### src/rtl/rf_multiport_seq_if.sv
// Bus bundle for rf_multiport_seq: read ports, general and SP write paths,
// and the register-list sequencer controls/status.
`timescale 1ns/1ps

interface rf_multiport_seq_if #(
  parameter int DATA_W   = 32,
  parameter int NUM_REGS = 16,
  parameter int RD_PORTS = 2
);
  localparam int IDX_W = $clog2(NUM_REGS);

  logic [RD_PORTS*IDX_W-1:0]  rd_sel_i;
  logic [RD_PORTS*DATA_W-1:0] rd_data_o;

  logic                       wr_en_i;
  logic [IDX_W-1:0]           wr_sel_i;
  logic [DATA_W-1:0]          wr_data_i;

  logic                       sp_wr_en_i;
  logic [DATA_W-1:0]          sp_data_i;

  logic                       list_start_i;
  logic [NUM_REGS-1:0]        list_mask_i;
  logic                       list_desc_i;
  logic                       list_busy_o;
  logic [IDX_W-1:0]           list_sel_o;
  logic                       list_last_o;
  logic [IDX_W:0]             list_count_o;

  // Decode stage side.
  modport master (
    output rd_sel_i, wr_en_i, wr_sel_i, wr_data_i, sp_wr_en_i, sp_data_i,
           list_start_i, list_mask_i, list_desc_i,
    input  rd_data_o, list_busy_o, list_sel_o, list_last_o, list_count_o
  );

  // Register file side.
  modport slave (
    input  rd_sel_i, wr_en_i, wr_sel_i, wr_data_i, sp_wr_en_i, sp_data_i,
           list_start_i, list_mask_i, list_desc_i,
    output rd_data_o, list_busy_o, list_sel_o, list_last_o, list_count_o
  );
endinterface

### src/rtl/rf_multiport_seq.sv
// Multi-port register file with SP write path, PC pseudo-register and a
// PUSH/POP register-list sequencer. Define RF_BYPASS_EN for write-to-read forwarding.
`timescale 1ns/1ps

module rf_multiport_seq #(
  parameter int                  DATA_W   = 32,
  parameter int                  NUM_REGS = 16,
  parameter int                  RD_PORTS = 2,
  parameter int                  SP_IDX   = 13,
  parameter int                  PC_IDX   = 15,
  parameter logic [DATA_W-1:0]   SP_RESET = 32'h0000_0400
) (
  input  logic                   clk_i,
  input  logic                   rst_ni,
  input  logic                   stall_i,
  input  logic [DATA_W-1:0]      pc_i,
  rf_multiport_seq_if.slave      bus
);

  localparam int IDX_W       = $clog2(NUM_REGS);
  // Storage is padded to a power of two so any select addresses a real entry.
  localparam int NUM_ENTRIES = 2 ** IDX_W;

  localparam logic [IDX_W-1:0] SP_SEL = IDX_W'(SP_IDX);
  localparam logic [IDX_W-1:0] PC_SEL = IDX_W'(PC_IDX);

  typedef enum logic {
    ST_IDLE,
    ST_WALK
  } seq_state_e;

  // ---------------------------------------------------------------------------
  // Register storage
  // ---------------------------------------------------------------------------
  logic [DATA_W-1:0] regs_q [NUM_ENTRIES];

  // NOTE: this array is reset because the architecture requires known register
  // contents (SP in particular) after reset; a plain RAM would not be.
  always_ff @(posedge clk_i or negedge rst_ni) begin
    if (!rst_ni) begin
      for (int i = 0; i < NUM_ENTRIES; i++) begin
        regs_q[i] <= (i == SP_IDX) ? SP_RESET : '0;
      end
    end else begin
      // The general write port is issued last so it overrides the SP path.
      if (bus.sp_wr_en_i) begin
        regs_q[SP_SEL] <= bus.sp_data_i;
      end
      if (bus.wr_en_i && (bus.wr_sel_i != PC_SEL)) begin
        regs_q[bus.wr_sel_i] <= bus.wr_data_i;
      end
    end
  end

  // ---------------------------------------------------------------------------
  // Read ports
  // ---------------------------------------------------------------------------
  for (genvar k = 0; k < RD_PORTS; k++) begin : g_rd
    logic [IDX_W-1:0]  sel;
    logic [DATA_W-1:0] rd_d;
    logic [DATA_W-1:0] rd_q;

    assign sel = bus.rd_sel_i[k*IDX_W +: IDX_W];

    // NOTE: every always_comb output gets a default first, so no path can
    // leave it unassigned and infer a latch.
    always_comb begin
      rd_d = regs_q[sel];
`ifdef RF_BYPASS_EN
      if (bus.sp_wr_en_i && (sel == SP_SEL)) begin
        rd_d = bus.sp_data_i;
      end
      if (bus.wr_en_i && (bus.wr_sel_i == sel)) begin
        rd_d = bus.wr_data_i;
      end
`endif
      if (sel == PC_SEL) begin
        rd_d = pc_i;
      end
    end

    // NOTE: state is updated with non-blocking assignments so every flop
    // samples pre-edge values regardless of process ordering.
    always_ff @(posedge clk_i or negedge rst_ni) begin
      if (!rst_ni) begin
        rd_q <= '0;
      end else if (!stall_i) begin
        rd_q <= rd_d;
      end
    end

    assign bus.rd_data_o[k*DATA_W +: DATA_W] = rd_q;
  end

  // ---------------------------------------------------------------------------
  // Register-list sequencer
  // ---------------------------------------------------------------------------
  seq_state_e          state_q, state_d;
  logic [NUM_REGS-1:0] mask_q, mask_d;
  logic                desc_q, desc_d;
  logic [IDX_W:0]      count_q, count_d;

  logic [IDX_W-1:0]    sel_lo;
  logic [IDX_W-1:0]    sel_hi;
  logic [IDX_W-1:0]    cur_sel;
  logic                one_left;

  function automatic logic [IDX_W:0] popcount(input logic [NUM_REGS-1:0] m);
    logic [IDX_W:0] c;
    c = '0;
    for (int i = 0; i < NUM_REGS; i++) begin
      c = c + (IDX_W+1)'(m[i]);
    end
    return c;
  endfunction

  // Priority encoders over the remaining mask; later hits overwrite earlier ones.
  always_comb begin
    sel_lo = '0;
    sel_hi = '0;
    for (int i = NUM_REGS - 1; i >= 0; i--) begin
      if (mask_q[i]) sel_lo = IDX_W'(i);
    end
    for (int i = 0; i < NUM_REGS; i++) begin
      if (mask_q[i]) sel_hi = IDX_W'(i);
    end
  end

  assign cur_sel  = desc_q ? sel_hi : sel_lo;
  assign one_left = (mask_q != '0) &&
                    ((mask_q & (mask_q - NUM_REGS'(1))) == '0);

  always_comb begin
    state_d = state_q;
    mask_d  = mask_q;
    desc_d  = desc_q;
    count_d = count_q;

    unique case (state_q)
      ST_IDLE: begin
        if (bus.list_start_i && !stall_i) begin
          count_d = popcount(bus.list_mask_i);
          if (bus.list_mask_i != '0) begin
            mask_d  = bus.list_mask_i;
            desc_d  = bus.list_desc_i;
            state_d = ST_WALK;
          end
        end
      end
      ST_WALK: begin
        if (!stall_i) begin
          mask_d[cur_sel] = 1'b0;
          if (one_left) begin
            state_d = ST_IDLE;
          end
        end
      end
      default: state_d = ST_IDLE;
    endcase
  end

  always_ff @(posedge clk_i or negedge rst_ni) begin
    if (!rst_ni) begin
      state_q <= ST_IDLE;
      mask_q  <= '0;
      desc_q  <= 1'b0;
      count_q <= '0;
    end else begin
      state_q <= state_d;
      mask_q  <= mask_d;
      desc_q  <= desc_d;
      count_q <= count_d;
    end
  end

  assign bus.list_busy_o  = (state_q == ST_WALK);
  assign bus.list_sel_o   = cur_sel;
  assign bus.list_last_o  = (state_q == ST_WALK) && one_left;
  assign bus.list_count_o = count_q;

endmodule
### src/flat_wrapper.sv
// flat-port wrapper written by rule: the top's interface ports become plain ports
module rf_multiport_seq_flat 
#(
  parameter int                  DATA_W   = 32,
  parameter int                  NUM_REGS = 16,
  parameter int                  RD_PORTS = 2,
  parameter int                  SP_IDX   = 13,
  parameter int                  PC_IDX   = 15,
  parameter logic [DATA_W-1:0]   SP_RESET = 32'h0000_0400
)
  (clk_i, rst_ni, stall_i, pc_i, bus_rd_sel_i, bus_wr_en_i, bus_wr_sel_i, bus_wr_data_i, bus_sp_wr_en_i, bus_sp_data_i, bus_list_start_i, bus_list_mask_i, bus_list_desc_i, bus_rd_data_o, bus_list_busy_o, bus_list_sel_o, bus_list_last_o, bus_list_count_o);
  rf_multiport_seq_if #(.DATA_W(DATA_W), .NUM_REGS(NUM_REGS), .RD_PORTS(RD_PORTS)) bus_i ();
  input  logic clk_i;
  input  logic rst_ni;
  input  logic stall_i;
  input  logic [DATA_W-1:0] pc_i;
  input wire logic [$bits(bus_i.rd_sel_i)-1:0] bus_rd_sel_i;
  input wire logic [$bits(bus_i.wr_en_i)-1:0] bus_wr_en_i;
  input wire logic [$bits(bus_i.wr_sel_i)-1:0] bus_wr_sel_i;
  input wire logic [$bits(bus_i.wr_data_i)-1:0] bus_wr_data_i;
  input wire logic [$bits(bus_i.sp_wr_en_i)-1:0] bus_sp_wr_en_i;
  input wire logic [$bits(bus_i.sp_data_i)-1:0] bus_sp_data_i;
  input wire logic [$bits(bus_i.list_start_i)-1:0] bus_list_start_i;
  input wire logic [$bits(bus_i.list_mask_i)-1:0] bus_list_mask_i;
  input wire logic [$bits(bus_i.list_desc_i)-1:0] bus_list_desc_i;
  output wire logic [$bits(bus_i.rd_data_o)-1:0] bus_rd_data_o;
  output wire logic [$bits(bus_i.list_busy_o)-1:0] bus_list_busy_o;
  output wire logic [$bits(bus_i.list_sel_o)-1:0] bus_list_sel_o;
  output wire logic [$bits(bus_i.list_last_o)-1:0] bus_list_last_o;
  output wire logic [$bits(bus_i.list_count_o)-1:0] bus_list_count_o;
  assign bus_i.rd_sel_i = bus_rd_sel_i;
  assign bus_i.wr_en_i = bus_wr_en_i;
  assign bus_i.wr_sel_i = bus_wr_sel_i;
  assign bus_i.wr_data_i = bus_wr_data_i;
  assign bus_i.sp_wr_en_i = bus_sp_wr_en_i;
  assign bus_i.sp_data_i = bus_sp_data_i;
  assign bus_i.list_start_i = bus_list_start_i;
  assign bus_i.list_mask_i = bus_list_mask_i;
  assign bus_i.list_desc_i = bus_list_desc_i;
  assign bus_rd_data_o = bus_i.rd_data_o;
  assign bus_list_busy_o = bus_i.list_busy_o;
  assign bus_list_sel_o = bus_i.list_sel_o;
  assign bus_list_last_o = bus_i.list_last_o;
  assign bus_list_count_o = bus_i.list_count_o;
  rf_multiport_seq #(.DATA_W(DATA_W), .NUM_REGS(NUM_REGS), .RD_PORTS(RD_PORTS), .SP_IDX(SP_IDX), .PC_IDX(PC_IDX), .SP_RESET(SP_RESET)) u_core (.clk_i(clk_i), .rst_ni(rst_ni), .stall_i(stall_i), .pc_i(pc_i), .bus(bus_i));
endmodule
### config.mk
export PLATFORM = sky130hd
export DESIGN_NAME = rf_multiport_seq_flat
export DESIGN_NICKNAME = d
export VERILOG_FILES = /design/src/rtl/rf_multiport_seq_if.sv /design/src/rtl/rf_multiport_seq.sv /design/src/flat_wrapper.sv
export SDC_FILE = /design/constraint.sdc
export NUM_CORES = 1
export LEC_CHECK = 0
export BUFFER_PORTS_ARGS = -buffer_cell sky130_fd_sc_hd__buf_2
export CORE_ASPECT_RATIO = 0.9
export CORE_UTILIZATION = 45
export CTS_CLUSTER_SIZE = 10
export DETAILED_ROUTE_END_ITERATION = 10
export GPL_TIMING_DRIVEN = 1
export SYNTH_ARGS = -nofsm -noshare
export SYNTH_HDL_FRONTEND = slang
export SYNTH_SLANG_ARGS = --single-unit
### constraint.sdc
create_clock -name clk_i -period 2.6 [get_ports clk_i]
set_input_delay 0.39 -clock clk_i [delete_from_list [all_inputs] [get_ports clk_i]]
set_output_delay 0.39 -clock clk_i [all_outputs]
set_load 0.05 [all_outputs]
**Word-level counts from Yosys, hierarchy flattened**

Cells that the tools add are included.

- Logic and storage cells: 126
- Flip-flop bits (word level): 599
- Output and inout port bits: 75

- Mux-type cells: 56
- Add/sub/neg operators: 16
- Magnitude comparators: 6
- Bitwise operators: 7
- Reductions and logical operators: 13
- Eq/ne operators: 6

Operator list:

| operator | number |
|---|---|
| 512-bit bitwise mux | 1 |
| 32-bit binary-select mux with 4-bit select | 2 |
| 32-bit two-way mux | 8 |
| 32-bit demux with 4-bit select | 1 |
| 4-bit two-way mux | 25 |
| 96-bit two-way mux | 1 |
| 5-bit by 1-bit adder with 5-bit output | 14 |
| 16-bit two-way mux | 3 |
| 16-bit AND | 2 |
| 16-bit case mux with 2 select lines | 1 |
| 16-bit nonzero test | 2 |
| 16-bit logical NOT | 1 |
| 16-bit inverter | 1 |
| 16-bit by 1-bit subtractor with 16-bit output, second input constant | 1 |
| 5-bit greater-or-equal comparator, second input constant | 3 |
| 4-bit inverter with 5-bit output | 3 |
| 3-bit two-way mux | 4 |
| 4-bit == test, second input constant | 2 |
| 1-bit logical AND | 6 |
| 1-bit two-way mux | 6 |
| 3-bit AND reduction | 2 |
| 4-bit by 5-bit less-than comparator with 1-bit output, second input constant | 1 |
| 5-bit by 1-bit less-than comparator with 1-bit output, second input constant | 1 |
| 1-bit demux with 4-bit select | 1 |
| other kinds (10) | 12 |

**Logic depth before layout (Yosys ltp)**

- Depth after elaboration: 25
- Mapped depth: 14
- Mapped depth without buffers: 14

**Least setup slack after synthesis**

OpenSTA, ideal clock, no wires.

- Path type: input -> register
- Start: in bus_list_mask_i[0]
- End: reg u_core.count_q[1], in the netlist u_core.bus.list_count_o[1]
- Arrival: 3565 ps
- Path slack: -1048 ps
- Stages: 12
- Cell sequence: inv_1 > ha_1 > inv_1 > fa_1 > fa_1 > fa_1 > fa_1 > inv_1 > fa_1 > inv_1 > fa_1 > o21ai_0

- Word-level cells in the longest chain between the ends: 15

RTL lines:

| what | RTL line | text |
|---|---|---|
| from (decl) | flat_wrapper.sv:24 | `input wire logic [$bits(bus_i.list_mask_i)-1:0] bus_list_mask_i;` |
| 1-bit by 1-bit adder with 2-bit output | rf_multiport_seq.sv:112 | `c = c + (IDX_W+1)'(m[i]);` |
| 5-bit by 1-bit adder with 5-bit output (14 in series) | rf_multiport_seq.sv:112 |  |
| to (signal assigned) | rf_multiport_seq.sv:172 | `count_q <= count_d;` |
| to (decl) | rf_multiport_seq.sv:101 | `logic [IDX_W:0] count_q, count_d;` |

Every way passes these cells.
A chain may end at the register's enable or synchronous reset.

**Worst setup path in the final report**

- Start: in bus_list_mask_i[1]
- End: reg u_core.count_q[3], in the netlist u_core.bus.list_count_o[3]

The elaborated chain is that of the path after synthesis.

==> results.txt <==
status: finished with violations
failing checks: negative setup slack
Logic pwr share: 0.276
top cells by count, synth: 572 x mux2_2, 566 x dfrtp_1, 192 x mux4_2, 175 x clkbuf_1, 130 x o221ai_1
Crit path buffers/inverters: 4
GR peak layer: met2
cell internal pwr: 20.03 mW
number of H-tree levels: 3
Worst Max-Slew Pin Slew: 835.1 ps
wirelength, routed: 88630 µm
DIE AREA: 0.06879 mm²
Sw Ratio: 0.3054
Max Clock Freq: 0.3145 GHz
P_leak: 14.97 nW
Max transition margin: 0.4432
Top delay family on crit path: adder cells
CTS tree: yes
slowest stage cell, crit path: fa_1
post-synthesis average cell area: 13.34 µm²
CP peak stage delay: 510 ps
skew final: 23.52 ps
critical path, cell by cell: buf_8 > inv_8 > ha_4 > inv_2 > fa_1 > fa_1 > fa_1 > fa_1 > inv_1 > fa_2 > a21o_1 > a21oi_2 > xor2_1 > o21ai_1
row count: 90
number of flops mapped to enable cells by yosys: 0
clock root buffer: clkbuf_16
GRT Total Usage: 0.2595
min-delay worst type: in2reg
Initial Utilization: 0.4550
fin util: 0.5317
Synth top area share: 0.4646
gr ovfl total: 0
CP most frequent cell: fa_1
Netlist cell types: 52
Routed Antenna Nets: 0
sequential standard cell area: 0.01419 mm²
Clk Latency, worst-skew pair: 610 ps
met2 Use GR: 0.3920
GR Layer Usage met3: 0.04671
largest cells by area after synthesis: dfrtp_1 46%, mux2_2 21%, mux4_2 14%
layout cells sized above 1: 0.4964
Total Neg Setup Slack: -2780 ps
setup violators final: 7
Hold Slack: 39.21 ps
fill cell instance count of the final layout: 5554
vias in the first global route: 22210
Clk pin slew, worst setup/hold paths: 50 ps
Avg WL per Cell: 26.30 µm
maximum number of pins on one net before global-route repair: 101
DP Area: 0.03338 mm²
DP Worst Slack: -1254 ps
synthesized area: 0.03048 mm²
Pwr per Cell Area: 809.6 mW/mm²
Syn. warnings: 0
Finished Layout Cells: 3370
initial antenna violation count: 1
count leader, synth: mux2_2
Period Utilization, post-route: 1.223
Async S/R FF share, synth: 1.000
setup slack after layout: -579.2 ps
DRC Markers: 0
#FFs+latches synth: 567
Final Hold Fails: 0
1st-pass router iterations: 5
syn nets: 2433
via count: 21180
leading area contributor after synthesis: dfrtp_1
die width: 276.4 µm
Max Cap Viol: 0
worst-path maximum fanout: 2
Startpoint Class: input port
sequential cell area fraction in the yosys report: 0.4655
Net Sw Power: 8.806 mW
register share of total power: 0.423
synthesized instance count: 2285
global-route wire length before repair: 136400 µm
Tmin final: 3179 ps
met1 usage: 0.3784
1st-iter DRT viols: 1891
RSZ-0062 raised after global routing: yes
clock share of power: 0.301
Cell Count Post-Placement: 3262
Die H: 248.9 µm
area of the core: 0.06700 mm²
Final HPWL DP: 54520 µm
Ports: 206
total CTS buffers: 68
Placer Congestion: 0.8371
Setup CP Type: in2reg
Synth Flop Type: dfrtp_1
Diodes inserted: 0
Critical Path RT: 3080 ps
Peak VDD IR: 0.4764 mV
Arrival @ worst endpoint: 3660 ps
Total Power: 28.84 mW
Port Buf Inserts: 205
Slew Limit Fails: 0
Final Instance Area: 0.03562 mm²
Syn-to-layout area delta: 16.85%
crit end category: flop
DR vias/cell: 6.284
CTS sink count: 567
final net count: 2615
Max clock buf depth: 3
area of the multi-input gates: 0.01549 mm²
-- layer usage --
metal / vias up / wire (µm) / part of all wire
li1: 9044 / - / -
met1: 11220 / 39830 / 0.45
met2: 719 / 40600 / 0.46
met3: 190 / 5549 / 0.063
met4: 2 / 2636 / 0.030
met5: - / 13 / 0.00015
-- registers in the layout, summed over array words and instances, names as in the netlist --
name and cells:
u_core.regs_q 480, u_core.desc_q 1, u_core.bus.list_busy_o 1, u_core.bus.list_count_o 5, u_core.g_rd.rd_q 64, u_core.mask_q 16
-- path summary, 6_finish.rpt --
kind / from / end / slack [ps] / depth (start not counted)
max reg2reg: u_core.mask_q[2]$_DFFE_PN0P_ / u_core.mask_q[1]$_DFFE_PN0P_ / 310 / 9
min: bus_list_desc_i / u_core.desc_q$_DFFE_PN0P_ / 40 / 2
max: bus_list_mask_i[1] / u_core.bus.list_count_o[3]$_DFFE_PN0P_ / -580 / 14
min in group asynchronous: rst_ni / u_core.regs_q[412]$_DFFE_PN0P_ / 320 / 2
max in group asynchronous: rst_ni / u_core.regs_q[142]$_DFFE_PN0P_ / 1310 / 3
min reg2reg: u_core.g_rd[0].rd_q[30]$_DFFE_PN0N_ / u_core.g_rd[0].rd_q[30]$_DFFE_PN0N_ / 480 / 2
-- cells in the final DEF, fill, tap and decap left out, types with 4 or more instances in the layout --
cell type / synthesis / final
a21oi_1: 8 / 4
a21oi_2: 0 / 4
a22oi_1: 17 / 17
buf_12: 0 / 46
buf_2: 28 / 190
buf_4: 0 / 91
buf_6: 3 / 7
buf_8: 0 / 6
clkbuf_1: 175 / 19
clkbuf_16: 0 / 71
clkbuf_8: 0 / 6
dfrtp_1: 566 / 566
fa_1: 10 / 8
ha_1: 7 / 6
inv_1: 30 / 24
inv_2: 0 / 4
mux2_1: 5 / 5
mux2_2: 572 / 572
mux2i_1: 33 / 33
mux4_2: 192 / 192
nand2_1: 125 / 124
nand2b_1: 75 / 70
nand2b_2: 0 / 4
nand3_1: 66 / 66
nor2_1: 24 / 16
nor2_4: 0 / 8
nor3_1: 9 / 7
nor4_2: 0 / 4
o211ai_1: 7 / 7
o21ai_0: 119 / 114
o21ai_1: 0 / 5
o221ai_1: 130 / 129
-- area by class of cell --
type / count / area share
clock buffer: 94 / 0.05342
clock inverter: 5 / 0.001545
inverter: 30 / 0.003512
multi-input combinational: 1457 / 0.4349
sequential: 567 / 0.3983
tap: 874 / 0.03070
timing repair buffer: 343 / 0.07752
-- power groups by stage --
stage / Clock [mW] / Sequential [mW] / Combinational, mW
after floorplan: 0 / 12.6 / 5.08
after global placement: 0 / 12.1 / 7.52
after detailed placement: 0 / 12.3 / 7.71
after CTS: 8.88 / 12.1 / 7.98
after global routing: 9.21 / 12.5 / 8.53
final: 8.68 / 12.2 / 7.96
-- logic make-up (layout without fill, tap and decap cells) --
family / Yosys count / count (layout) / synth area share
flops: 567 / 567 / 0.4655
buf+inv: 261 / 472 / 0.03403
compound gates: 297 / 297 / 0.06850
simple gates: 337 / 337 / 0.05553
fa+ha+maj: 18 / 18 / 0.009768
mux: 802 / 802 / 0.3658
xor+xnor: 3 / 3 / 0.0008621
-- timing repair --
| item | in CTS | in global routing |
|---|---|---|
| pin swaps | 10 | 13 |
| hold buffers | 1 | 0 |
| endpoints found under the setup margin | 10 | 13 |
| gates resized for setup | 37 | 16 |
| hold endpoints to repair | 33 | 0 |
| setup buffers | 8 | 2 |
Power figures use the tool's default switching activity.
